## config.mk

```make
export PLATFORM = sky130hd
export DESIGN_NAME = i2s_dac_tx
export DESIGN_NICKNAME = d
export VERILOG_FILES = /design/src/rtl/audipus_audio_pkg.sv /design/src/rtl/i2s_dac_tx_clk_gen.sv /design/src/rtl/i2s_dac_tx.sv
export SDC_FILE = /design/constraint.sdc
export NUM_CORES = 1
export LEC_CHECK = 0
export BUFFER_PORTS_ARGS = -buffer_cell sky130_fd_sc_hd__buf_2
export CORE_ASPECT_RATIO = 0.8
export CORE_MARGIN = 2
export CORE_UTILIZATION = 55
export DETAILED_ROUTE_END_ITERATION = 10
export PLACE_DENSITY = 0.76
export SYNTH_ARGS = -nofsm -noshare
export SYNTH_HDL_FRONTEND = slang
export SYNTH_SLANG_ARGS = --single-unit
```

## constraint.sdc

```tcl
create_clock -name clk -period 2.8 [get_ports clk]
set_input_delay 0.84 -clock clk [delete_from_list [all_inputs] [get_ports clk]]
set_output_delay 0.84 -clock clk [all_outputs]
set_load 0.01 [all_outputs]
```

## src/rtl/audipus_audio_pkg.sv

```systemverilog
// audipus_audio_pkg: shared audio widths, I2S framing constants and sample conditioning
package audipus_audio_pkg;
    localparam int AUD_DIN_W      = 32;
    localparam int AUD_DOUT_W     = 24;
    localparam int I2S_SLOT_BITS  = 32;
    localparam int I2S_FRAME_BITS = 64;
    localparam int MCLK_FS_RATIO  = 512;

    localparam logic signed [AUD_DIN_W-1:0] SAT_MAX = AUD_DIN_W'(2 ** (AUD_DOUT_W - 1) - 1);
    localparam logic signed [AUD_DIN_W-1:0] SAT_MIN = ~SAT_MAX;

    function automatic logic [AUD_DOUT_W-1:0] sat_shift(input logic signed [AUD_DIN_W-1:0] din, input int shift);
        logic signed [AUD_DIN_W-1:0] s;
        s = din >>> shift;
        return s > SAT_MAX ? {1'b0, {(AUD_DOUT_W-1){1'b1}}} :
               s < SAT_MIN ? {1'b1, {(AUD_DOUT_W-1){1'b0}}} : s[AUD_DOUT_W-1:0];
    endfunction
endpackage

```

## src/rtl/i2s_dac_tx_clk_gen.sv

```systemverilog
// i2s_clk_gen: derives bclk/lrclk from clk and flags the bclk fall and frame-load events
module i2s_clk_gen #(
    parameter int BCLK_DIV = 8
) (
    input  logic       clk,
    input  logic       reset_n,
    input  logic       run,
    output logic       bclk,
    output logic       lrclk,
    output logic       fall_evt,
    output logic       frame_load,
    output logic [5:0] bit_nxt
);
    localparam int DW = $clog2(BCLK_DIV);

    logic [DW-1:0] div_cnt;
    logic [5:0]    bit_cnt;
    logic          primed;

    // the first fall after run rises opens a frame at slot 0 rather than advancing
    always_comb begin
        fall_evt   = run && div_cnt == DW'(BCLK_DIV - 1);
        bit_nxt    = primed ? bit_cnt + 6'd1 : 6'd0;
        frame_load = fall_evt && bit_nxt == 6'd0;
    end

    always_ff @(posedge clk or negedge reset_n)
        if (!reset_n) begin
            div_cnt <= '0;
            bit_cnt <= '0;
            primed  <= 1'b0;
            bclk    <= 1'b0;
            lrclk   <= 1'b0;
        end else if (!run) begin
            div_cnt <= '0;
            bit_cnt <= '0;
            primed  <= 1'b0;
            bclk    <= 1'b0;
            lrclk   <= 1'b0;
        end else begin
            div_cnt <= fall_evt ? '0 : div_cnt + DW'(1);
            if (div_cnt == DW'(BCLK_DIV / 2 - 1))
                bclk <= 1'b1;
            if (fall_evt) begin
                bclk    <= 1'b0;
                bit_cnt <= bit_nxt;
                lrclk   <= bit_nxt[5];
                primed  <= 1'b1;
            end
        end
endmodule

```

## src/rtl/i2s_dac_tx.sv

```systemverilog
// i2s_dac_tx: conditions stereo samples to 24 bits and serialises them as Philips I2S
module i2s_dac_tx
    import audipus_audio_pkg::*;
#(
    parameter int DIN_W    = AUD_DIN_W,
    parameter int DOUT_W   = AUD_DOUT_W,
    parameter int SHIFT    = 9,
    parameter int BCLK_DIV = 8
) (
    input  logic             clk,
    input  logic             reset_n,
    input  logic             run,
    input  logic             din_valid,
    input  logic [DIN_W-1:0] l_data_in,
    input  logic [DIN_W-1:0] r_data_in,
    output logic             bclk,
    output logic             lrclk,
    output logic             sdata,
    output logic             underrun,
    output logic             overrun
);
    localparam int PAD = I2S_SLOT_BITS - DOUT_W;

    logic                     fall_evt, frame_load;
    logic [5:0]               bit_nxt;
    logic [DOUT_W-1:0]        pend_l, pend_r, frame_l, frame_r;
    logic                     pend_valid;
    logic [I2S_SLOT_BITS-1:0] shreg, shreg_next;

    i2s_clk_gen #(.BCLK_DIV(BCLK_DIV)) u_clk_gen (
        .clk        (clk),
        .reset_n    (reset_n),
        .run        (run),
        .bclk       (bclk),
        .lrclk      (lrclk),
        .fall_evt   (fall_evt),
        .frame_load (frame_load),
        .bit_nxt    (bit_nxt)
    );

    // a load in the same cycle as din_valid consumes the old entry, so it is not an overrun
    always_comb begin
        underrun   = frame_load && !pend_valid;
        overrun    = run && din_valid && pend_valid && !frame_load;
        shreg_next = bit_nxt == 6'd1  ? {frame_l, {PAD{1'b0}}} :
                     bit_nxt == 6'd33 ? {frame_r, {PAD{1'b0}}} : {shreg[I2S_SLOT_BITS-2:0], 1'b0};
    end

    always_ff @(posedge clk or negedge reset_n)
        if (!reset_n) begin
            pend_l     <= '0;
            pend_r     <= '0;
            pend_valid <= 1'b0;
            frame_l    <= '0;
            frame_r    <= '0;
            shreg      <= '0;
            sdata      <= 1'b0;
        end else if (!run) begin
            pend_l     <= '0;
            pend_r     <= '0;
            pend_valid <= 1'b0;
            frame_l    <= '0;
            frame_r    <= '0;
            shreg      <= '0;
            sdata      <= 1'b0;
        end else begin
            if (frame_load) begin
                frame_l <= pend_valid ? pend_l : '0;
                frame_r <= pend_valid ? pend_r : '0;
            end
            if (din_valid) begin
                pend_l     <= sat_shift(l_data_in, SHIFT);
                pend_r     <= sat_shift(r_data_in, SHIFT);
                pend_valid <= 1'b1;
            end else if (frame_load)
                pend_valid <= 1'b0;
            if (fall_evt) begin
                shreg <= shreg_next;
                sdata <= shreg_next[I2S_SLOT_BITS-1];
            end
        end
endmodule

```

# Yosys cells after proc, flatten, opt, wreduce, memory -nomap -nowiden
# Index checks and enable logic that the tools add are counted.
# op_classes
magnitude_cmp	4
mux	35
eq_ne	9
reduce_logical	9
add_sub_neg	2
# ops
cell	n
$mux 24	14
$mux 32	2
$mux 31	2
$gt 23x24->1 const B	2
$lt 23x24->1 const B	2
$mux 6	3
$mux 1	12
$add 6x1->6 const B	1
$eq 6x1->1 const B	1
$eq 6x6->1 const B	1
$logic_and 1x1->1	6
$logic_not 6->1	1
$mux 3	2
$ne 2x1->1 const B	3
$ne 3x1->1 const B	2
$add 3x1->3 const B	1
$eq 3x2->1 const B	1
$eq 3x3->1 const B	1
$logic_not 1->1	2
# word_totals
output_inout_bits	5
register_bits	141
input_bits	68

# Longest topological paths before layout
# Gate-level depths: netlist of run 1.
# logic_depth
depth_word	7
depth_mapped	8
mapped_depth_nobuf	7

# By module
# From an unflattened synthesis of run 1, not the netlist that was laid out.
# hier_totals
hier_cells	490
area_unflattened_um2	6000.8
# by_module_without_submodules
mod	cells_each	seq_area_each_um2	area_each_um2	instances
i2s_dac_tx	431	2952.8	5367.6	1
i2s_clk_gen	59	275.3	633.1	1

# Worst setup path before layout of run 1
# OpenSTA, ideal clock, no wires.
# synth_timing
path_kind	input-to-output
startpoint	input port din_valid
endpoint	output port overrun
arrival_time_ns	1.996
n_path_buf	3
cell_stages	4
required_ns	1.960
path_slack_ns	-0.036
cell_sequence	clkbuf_1 -> buf_2 -> buf_1 -> nor3b_1
# synth_between
elab_chain_cells	3
# synth_lines
item	line_no	text
start: declaration	i2s_dac_tx.sv:13	input logic din_valid,
$logic_and 1x1->1 (3 in a row)	i2s_dac_tx.sv:44	overrun = run && din_valid && pend_valid && !frame_load;
end: declaration	i2s_dac_tx.sv:20	output logic overrun
# No other way between the ends.

# Worst setup path in the final report of run 1
# layout_timing
startpoint	register u_clk_gen.bit_cnt[1]
endpoint	output port overrun
# layout_between
elab_chain_cells	6
# layout_lines
item	line_no	text
start: declaration	i2s_dac_tx_clk_gen.sv:17	logic [5:0] bit_cnt;
start signal: assignment	i2s_dac_tx_clk_gen.sv:46	bit_cnt <= bit_nxt;
$add 6x1->6	i2s_dac_tx_clk_gen.sv:23	bit_nxt = primed ? bit_cnt + 6'd1 : 6'd0;
$mux 6	i2s_dac_tx_clk_gen.sv:23	
$logic_not 6->1	i2s_dac_tx_clk_gen.sv:24	frame_load = fall_evt && bit_nxt == 6'd0;
$logic_and 1x1->1	i2s_dac_tx_clk_gen.sv:24	
$logic_not 1->1	i2s_dac_tx.sv:44	
$logic_and 1x1->1	i2s_dac_tx.sv:44	
# No other way between the ends.

==> reports/metrics.yaml, run 1 <==
p_sw_share_pct: 21.2
r2r_slack_ns: 0.30
tightest_slew_ns: 0.933
p_leak_nw: 3.17
cp_slowest_cell: "dfrtp_1"
antenna_cells: 0
cts_root_buffer: "clkbuf_16"
synth_top_family_by_area: "simple AND/OR/NAND/NOR gates"
antenna_found_initial: 0
dr.pass1.iters: 5
synthArstFlopShare_pct: 100
crit_chain: "ha_4, and3b_1, mux2i_2, a221oi_4, buf_6, nor3b_4, buf_2"
grt_start_max_net_pins: 108
io_buffer_count: 54
core_um2: 10700
synth-xor-area-share_pct: 0
wirelength_mm: 13.4
yosys.area_share.simple_pct: 20.7
maxSlewViolCount: 0
violations: "negative setup slack"
finClkSkew_ns: 0.00769
antenna_left: 0
arrival_ns: 2.14
hold_path.class: "in -> async"
critical-path-max-stage-delay_ns: 0.42
status: "finished, violations left"
die_area_um2: 11700
synth-seq-cells: 129
max-slew-margin-rel_pct: 37.8
cts_buffers: 17
areaGrowthSynthToFinish_pct: 19.2
globalplace.congestion: 0.792
clock_power_share_pct: 52.1
clockBufferDepth: 2
drive_above_1_share_pct: 18.4
floorplan.initialDensity_pct: 55.8
yosys.cell_types.count: 36
p_sw_uw: 968
finalNonFillerCells: 800
synthAdderAreaFrac_pct: 0.837
cp-end-kind: "output port"
ir_drop_mv: 0.399
cts_tree: "built"
fin_ws_ns: -0.184
synth_top_area_share_pct: 54.0
wl_per_cell_um: 16.7
cts.htree.levels: 4
dpl.hpwl_mm: 8.21
clock-sinks: 129
muxShareOfSynthArea_pct: 8.22
critPathMaxFanout: 3
synth_edf_count: 0
maxCapViolCount: 0
utilization_pct: 66.5
cp_data_required_time_ns: 1.96
layout_commonest_cell: "dfrtp_1"
synthCells: 599
vias: 4528
syn_area_um2: 5980
synthFlopType: "dfrtp_1"
critical_path_class: "reg -> out"
mostFrequentLayoutCells: "dfrtp_1, nand2_1, buf_2"
clk_pin_slew_ns: 0.05
fp.dieW_um: 121
p_int_mw: 3.59
r2r_end: "shreg[30]"
seq_power_share_pct: 42.5
synth_nets: 671
rsz0062_at_grt: "yes"
avgSynthCellArea_um2: 9.98
ios: 73
finalSetupViolCount: 2
ys_warn_count: 0
synthTopCellsByArea: "dfrtp_1, mux2i_1, nand2_1, nor2b_1, nand3_1"
synth-seq-area-share_pct: 54.0
finalNetCount: 715
insertion_delay_ns: 0.41
initialDrtViolationCount: 402
pwr-share-comb_pct: 5.4
chipHeight_um: 97.3
dp_cells: 761
num_rows: 34
worstRegToRegCells: 9
min_period_over_period_pct: 107
hold_violations: 0
grt_pass1_vias: 4428
finalCriticalPeriod_ns: 2.98
synth_compound_gate_area_share_pct: 12.1
avgViaCountPerCell: 5.66
power.density_nw_per_um2: 639
synth_top_area_cell: "dfrtp_1"
grt_usage_pct: 24.4
drc: 0
grt-ovfl-total: 0
timing.fmax_mhz: 335
regToRegStartpoint: "u_clk_gen.bit_cnt[1]"
grt_first_pass_wirelength_mm: 22.4
cp-start-kind: "flop"
## metal layers
metal | GRT usage [%] | up-vias | part of all wire (%)
li1 | - | 2160 | -
met1 | 35.2 | 2255 | 47
met2 | 36.8 | 94 | 48
met3 | 4.58 | 19 | 3.5
met4 | 9.30 | 0 | 1.5
met5 | 0 | - | 0
## cell type report
cell class              instances  area [µm²]
repair buffers                 79         497
inverters                       3        11.3
flip-flops and latches        129        3230
clock buffers                  22         484
well taps                     144         180
clock inverters                10         155
multi-input cells             413        2570
fillers                       833        3590
## stage by stage
step	power (mW)	area [µm²]	setup TNS, ns	setup slack [ns]	hold slack, ns
after floorplan	2.09	5980	0	0.0672	0.410
after global placement	2.20	6380	0	0.164	0.424
after detailed placement	2.22	6380	0	0.153	0.436
after CTS	4.58	7070	-0.244	-0.136	0.429
after global routing	4.71	7130	-0.524	-0.276	0.451
final	4.56	7130	-0.336	-0.184	0.412
## synthesized netlist by cell type, drive strengths merged, types with 2 or more instances
cell type,count
nand3,52
mux2i,48
clkbuf,40
o21ai,53
nor2,7
inv,3
nor3,4
buf,14
o211ai,22
o2111ai,21
ha,4
nor2b,52
nand2b,23
nand2,100
a21oi,3
and3,3
nor3b,2
a22oi,2
a21boi,3
and2,3
dfrtp,129
## flip-flops by register name, indices dropped and copies added, names as in the netlist
register,cells
pend_l,23
pend_valid,1
frame_l,23
u_clk_gen.bit_cnt,6
shreg,23
sdata,1
pend_r,23
u_clk_gen.primed,1
u_clk_gen.div_cnt,3
frame_r,24
u_clk_gen.bclk,1
## power by group through the flow
| stage | logic, mW | clock network, mW | registers, mW |
|---|---|---|---|
| 6_report | 0.245 | 2.37 | 1.94 |
| 5_1_grt | 0.276 | 2.49 | 1.94 |
| 4_1_cts | 0.249 | 2.40 | 1.94 |
| 3_5_place_dp | 0.246 | 0 | 1.97 |
| 3_3_place_gp | 0.236 | 0 | 1.97 |
| 2_1_floorplan | 0.134 | 0 | 1.96 |
## worst max-delay path, delay by kind of cell, from the launching register on
family | cells | cell delay (ns)
fa+ha+maj | 1 | 0.30
simple gates | 2 | 0.36
compound gates | 1 | 0.12
mux | 1 | 0.22
buf+inv | 2 | 0.31
flops | 1 | 0.42
## repair_timing
action | in CTS | in global routing
pin swaps | 4 | 5
hold buffers | 0 | 0
gates resized for setup | 4 | 8
buffers inserted | 4 | 3
endpoints found under the setup margin | 2 | 2
cloned | 0 | 0
## cells by family after synthesis
family,count (synthesis)
simple gates,251
flops,129
compound gates,109
buf+inv,57
mux,49
fa+ha+maj,4
## worst max-delay path by stage
stage,startpoint,to,slack (ns),cells past startpoint
2_1_floorplan,u_clk_gen.bit_cnt[0],underrun,0.07,6
3_3_place_gp,u_clk_gen.bit_cnt[0],underrun,0.16,6
3_5_place_dp,u_clk_gen.bit_cnt[0],underrun,0.15,6
4_1_cts,u_clk_gen.bit_cnt[1],underrun,-0.14,6
5_1_grt,u_clk_gen.bit_cnt[0],overrun,-0.28,7
6_report,u_clk_gen.bit_cnt[1],overrun,-0.18,7
(Power assumes the default switching activity.)
==> run 2, diff against run 1 <==
--- a/config.mk
+++ b/config.mk
@@ -11,6 +11,7 @@
 export CORE_UTILIZATION = 55
 export DETAILED_ROUTE_END_ITERATION = 10
 export PLACE_DENSITY = 0.76
+export REMOVE_ABC_BUFFERS = 1
 export SYNTH_ARGS = -nofsm -noshare
 export SYNTH_HDL_FRONTEND = slang
 export SYNTH_SLANG_ARGS = --single-unit
==> run 2 against run 1 <==
The run still ends with negative setup slack left. Final cell count is 0.13% higher. Clock skew is 0.0023 ns higher. Utilization is 0.55 points lower. Sequential share of layout area is 0.38 points higher. Design area is 0.82% lower. Non-clock buffer count is 2 higher. Die area stayed put. Worst hold slack better by 0.027 ns. Register-to-register slack worse by 0.11 ns.
==> reports/metrics.yaml, run 2 (synthesized netlist as in run 1, its figures left out) <==
status: "finished, violations left"
violations: "negative setup slack"
grt-ovfl-total: 0
core_um2: 10700
seq_power_share_pct: 45.6
cp_data_required_time_ns: 1.96
mostFrequentLayoutCells: "dfrtp_1, nand2_1, nand3_1, buf_2"
antenna_cells: 0
cts_buffers: 17
cp_slowest_cell: "dfrtp_1"
antenna_found_initial: 0
grt_pass1_vias: 4590
globalplace.congestion: 0.780
r2r_slack_ns: 0.19
clk_pin_slew_ns: 0.06
finalNetCount: 717
hold_violations: 0
grtUsageMet2_pct: 38.8
hold_path.class: "in -> async"
critical-path-max-stage-delay_ns: 0.41
cp-start-kind: "flop"
clock_power_share_pct: 48.5
dpl.hpwl_mm: 7.93
wl_per_cell_um: 16.3
cts.htree.levels: 4
p_leak_nw: 3.13
pwr-share-comb_pct: 5.9
floorplan.initialDensity_pct: 55.8
fin_ws_ns: -0.176
vias: 4567
grt_usage_pct: 24.0
grt_use_met1_pct: 31.6
drc: 0
antenna_left: 0
initialDrtViolationCount: 416
critPathMaxFanout: 6
ios: 73
dr.pass1.iters: 4
fp.dieW_um: 121
fill_cells: 903
top_register: "frame_r"
p_sw_uw: 988
use_met3_pct: 4.87
grt_first_pass_wirelength_mm: 22.4
p_sw_share_pct: 23.3
worstRegToRegCells: 7
regToRegStartpoint: "u_clk_gen.bit_cnt[1]"
layout_commonest_cell: "dfrtp_1"
hold-worst-slack_ns: 0.440
min_period_over_period_pct: 106
finalSetupViolCount: 2
insertion_delay_ns: 0.41
num_rows: 34
chipHeight_um: 97.3
finClkSkew_ns: 0.0100
critical_path_class: "reg -> out"
grt_start_max_net_pins: 95
die_area_um2: 11700
tightest_slew_ns: 0.811
r2r_end: "frame_r[21]"
ir_drop_mv: 0.512
cts_root_buffer: "clkbuf_16"
io_buffer_count: 54
clock-sinks: 129
max-slew-margin-rel_pct: 45.9
drive_above_1_share_pct: 18.6
cp-end-kind: "output port"
timing.fmax_mhz: 336
areaGrowthSynthToFinish_pct: 18.2
crit_chain: "buf_4, a211oi_4, o211ai_1, a221oi_4, buf_6, nor3b_2, buf_2"
avgViaCountPerCell: 5.70
maxCapViolCount: 0
clockBufferDepth: 2
cts_tree: "built"
wirelength_mm: 13.1
power.density_nw_per_um2: 599
finalCriticalPeriod_ns: 2.98
postCtsHoldBufs: 0
p_int_mw: 3.25
gr-max-usage-layer: "met2"
dp_slack_ns: 0.144
largest_reg_flops: 24
arrival_ns: 2.14
maxSlewViolCount: 0
rsz0062_at_grt: "yes"
-- run 2: cell types whose count changed in the layout (fill, tap and decap cells not counted), moves of 2 or more --
cell        before  now
buf_4           21   26
bufinv_16        4    1
clkbuf_8         4    1
clkinv_4         0    2
clkinvlp_4       2    4
inv_6            0    2
-- run 2: timing repair --
item	in CTS	in global routing
pin swaps	5	2
setup endpoints to repair	2	5
cloned	0	0
gates resized for setup	13	2
buffers inserted	2	0
-- run 2: final cells by class --
class / instances / area, µm² / share of cell area, %
Multi-Input combinational cell: 413 / 2600 / 36.8
Clock inverter: 12 / 110 / 1.56
Tap cell: 144 / 180 / 2.55
Inverter: 3 / 11.3 / 0.159
Sequential cell: 129 / 3230 / 45.6
Timing Repair Buffer: 81 / 498 / 7.04
Clock buffer: 19 / 443 / 6.26
-- run 2: worst max path at each step --
| stage | from | to | slack (ns) | cells past startpoint |
|---|---|---|---|---|
| 6_report | u_clk_gen.bit_cnt[1] | overrun | -0.18 | 7 |
| 2_1_floorplan | u_clk_gen.bit_cnt[5] | underrun | -2.47 | 4 |
| 4_1_cts | u_clk_gen.bit_cnt[1] | underrun | -0.11 | 6 |
| 3_3_place_gp | run | overrun | 0.21 | 5 |
| 5_1_grt | u_clk_gen.bit_cnt[4] | overrun | -0.26 | 6 |
| 3_5_place_dp | u_clk_gen.bit_cnt[0] | underrun | 0.14 | 6 |
-- run 2: power groups by stage --
stage	combinational [mW]	sequential, mW	clock (mW)
finish	0.249	1.93	2.05
CTS	0.253	1.93	2.08
floorplan	0.0863	1.97	0
detailed placement	0.249	1.97	0
global route	0.280	1.94	2.16
global placement	0.239	1.96	0
-- run 2: per-layer routing --
layer,vias to the layer above,wire length (µm)
met1,2250,5870
met4,0,225
li1,2172,-
met3,19,574
met5,-,0
met2,126,6400
-- run 2: critical path, delay by kind of cell, from the launching register on --
family,cells,cell delay (ns)
AOI/OAI and AO/OA,3,0.79
buffers and inverters,3,0.49
DFF,1,0.41
and+or+nand+nor,1,0.04
-- run 2: per-stage QoR --
stage	std cells	power (mW)	setup TNS (ns)	utilization [%]	cell area (µm²)
2_1_floorplan	545	2.06	-114.48	-	5740
3_3_place_gp	768	2.20	0	59.9	6420
3_5_place_dp	768	2.22	0	59.9	6420
4_1_cts	801	4.27	-0.215	65.8	7060
5_1_grt	801	4.38	-0.494	66.0	7070
6_report	801	4.24	-0.349	66.0	7070
==> run 3, diff against run 2 <==
==> constraint.sdc (replaced) <==
create_clock -name clk -period 3.2 [get_ports clk]
set_input_delay 0.96 -clock clk [delete_from_list [all_inputs] [get_ports clk]]
set_output_delay 0.96 -clock clk [all_outputs]
set_load 0.01 [all_outputs]
==> run 3 against run 2 <==
The run now ends clean. Combinational power is 16% lower. Flip-flop and latch count did not move. Utilization down 0.12 points. Largest cell class unchanged. Sequential power fell by 12%. Design area down 0.18%. Clock power up 3%. Setup slack better by 0.25 ns. Critical path depth stayed put. Register-to-register slack improved by 0.31 ns. Critical endpoint unchanged. Count of clock-buffer cells in the layout stayed put. Routed wire length is 3.6% lower.
==> reports/metrics.yaml, run 3 (synthesized netlist as in run 1, its figures left out) <==
grt_usage_pct: 23.2
finalNonFillerCells: 797
layout_commonest_cell: "dfrtp_1"
finalSetupViolCount: 0
grt_pass1_vias: 4392
grt_first_pass_wirelength_mm: 21.6
dp_cells: 762
dpl-instance-area_um2: 6360
hold_violations: 0
crit_end: "overrun"
fp.dieW_um: 121
cp-end-kind: "output port"
clock-sinks: 129
postCtsHoldBufs: 0
top_register: "frame_r"
wirelength_mm: 12.6
grt_start_max_net_pins: 108
cp-startpoint: "u_clk_gen.bit_cnt[0]"
fin_ws_ns: 0.0741
antenna_found_initial: 0
finClkSkew_ns: 0.0132
maxCapViolCount: 0
p_leak_nw: 3.13
dr.pass1.iters: 4
cts_tree: "built"
initialDrtViolationCount: 431
clockBufferDepth: 2
ir_drop_mv: 0.495
grt-ovfl-total: 0
cts_buffers: 17
max-slew-margin-rel_pct: 38.0
power.density_nw_per_um2: 568
cp_data_required_time_ns: 2.24
utilization_pct: 65.8
finalNetCount: 712
status: "finished clean"
chipHeight_um: 97.3
drive_above_1_share_pct: 17.5
drc: 0
min_period_over_period_pct: 97.7
areaGrowthSynthToFinish_pct: 18.0
avgViaCountPerCell: 5.62
dp_slack_ns: 0.288
antenna_cells: 0
floorplan.initialDensity_pct: 55.8
regToRegStartpoint: "u_clk_gen.bit_cnt[0]"
num_rows: 34
largest_reg_flops: 24
ios: 73
timing.fmax_mhz: 320
cts.htree.levels: 4
r2r_end: "frame_l[19]"
cts_root_buffer: "clkbuf_16"
critical_path_class: "reg -> out"
core_um2: 10700
cp-start-kind: "flop"
mostFrequentLayoutCells: "dfrtp_1, nand2_1, buf_2"
wl_per_cell_um: 15.8
finalCriticalPeriod_ns: 3.13
io_buffer_count: 54
globalplace.congestion: 0.707
die_area_um2: 11700
critPathMaxFanout: 9
vias: 4480
antenna_left: 0
maxSlewViolCount: 0
arrival_ns: 2.17
insertion_delay_ns: 0.42
dpl.hpwl_mm: 7.33
r2r_slack_ns: 0.50
clk_pin_slew_ns: 0.06
tightest_slew_ns: 0.930
worstRegToRegCells: 8
hold_path.class: "reg -> reg"
design_area_um2: 7060
==> run 3: changes by cell type in the layout (fill, tap and decap cells not counted), sizes merged <==
cell | before | now
buf | 81 | 76
bufinv | 1 | 5
clkinv | 5 | 3
clkinvlp | 4 | 3
==> run 3: area by class of cell <==
cell class,count,area [µm²]
fillers,868,3660
clock buffers,19,433
clock inverters,13,209
inverters,3,11.3
multi-input cells,413,2550
well taps,144,180
flip-flops and latches,129,3230
repair buffers,76,442
==> run 3: what timing repair did <==
| item | CTS | global route |
|---|---|---|
| hold endpoints to repair | 0 | 0 |
| buffers inserted | 2 | 1 |
| pin swaps | 2 | 1 |
| resized for setup | 5 | 2 |
| setup endpoints to repair | 2 | 1 |
==> run 3: how the worst min path moves through the flow <==
stage / startpoint / endpoint / slack (ns) / cells after the start
3_3_place_gp: u_clk_gen.div_cnt[0] / u_clk_gen.div_cnt[0] / 0.42 / 1
6_report: u_clk_gen.div_cnt[0] / u_clk_gen.div_cnt[0] / 0.47 / 1
2_1_floorplan: u_clk_gen.div_cnt[0] / u_clk_gen.div_cnt[0] / 0.41 / 1
3_5_place_dp: u_clk_gen.div_cnt[0] / u_clk_gen.div_cnt[0] / 0.44 / 1
5_1_grt: u_clk_gen.div_cnt[0] / u_clk_gen.div_cnt[0] / 0.50 / 1
4_1_cts: u_clk_gen.div_cnt[0] / u_clk_gen.div_cnt[0] / 0.47 / 1
==> run 3: power by group <==
part,internal [mW],switching (mW)
registers,1.67,0.0228
clock network,1.38,0.724
logic,0.0842,0.124
==> run 3: metal layers <==
metal / vias up / GRT usage (%) / share of wire, %
li1: 2163 / - / -
met1: 2193 / 31.9 / 45
met2: 112 / 36.7 / 49
met3: 12 / 5.34 / 5.2
met4: 0 / 7.87 / 1.1
met5: - / 0 / 0
==> run 3: through the flow <==
stage               hold slack, ns  power (mW)  TNS [ns]
floorplan                    0.410        1.80    -85.12
global placement             0.420        1.92         0
detailed placement           0.439        1.93         0
CTS                          0.475        4.04         0
global route                 0.504        4.15  -0.00793
finish                       0.472        4.01         0
==> run 3: critical path: stages, from the launching register on <==
cell      delay, ns
dfrtp_1        0.42
buf_6          0.16
a211oi_1       0.25
o211ai_1       0.22
a221oi_4       0.33
buf_4          0.19
nor3b_2        0.05
buf_2          0.13
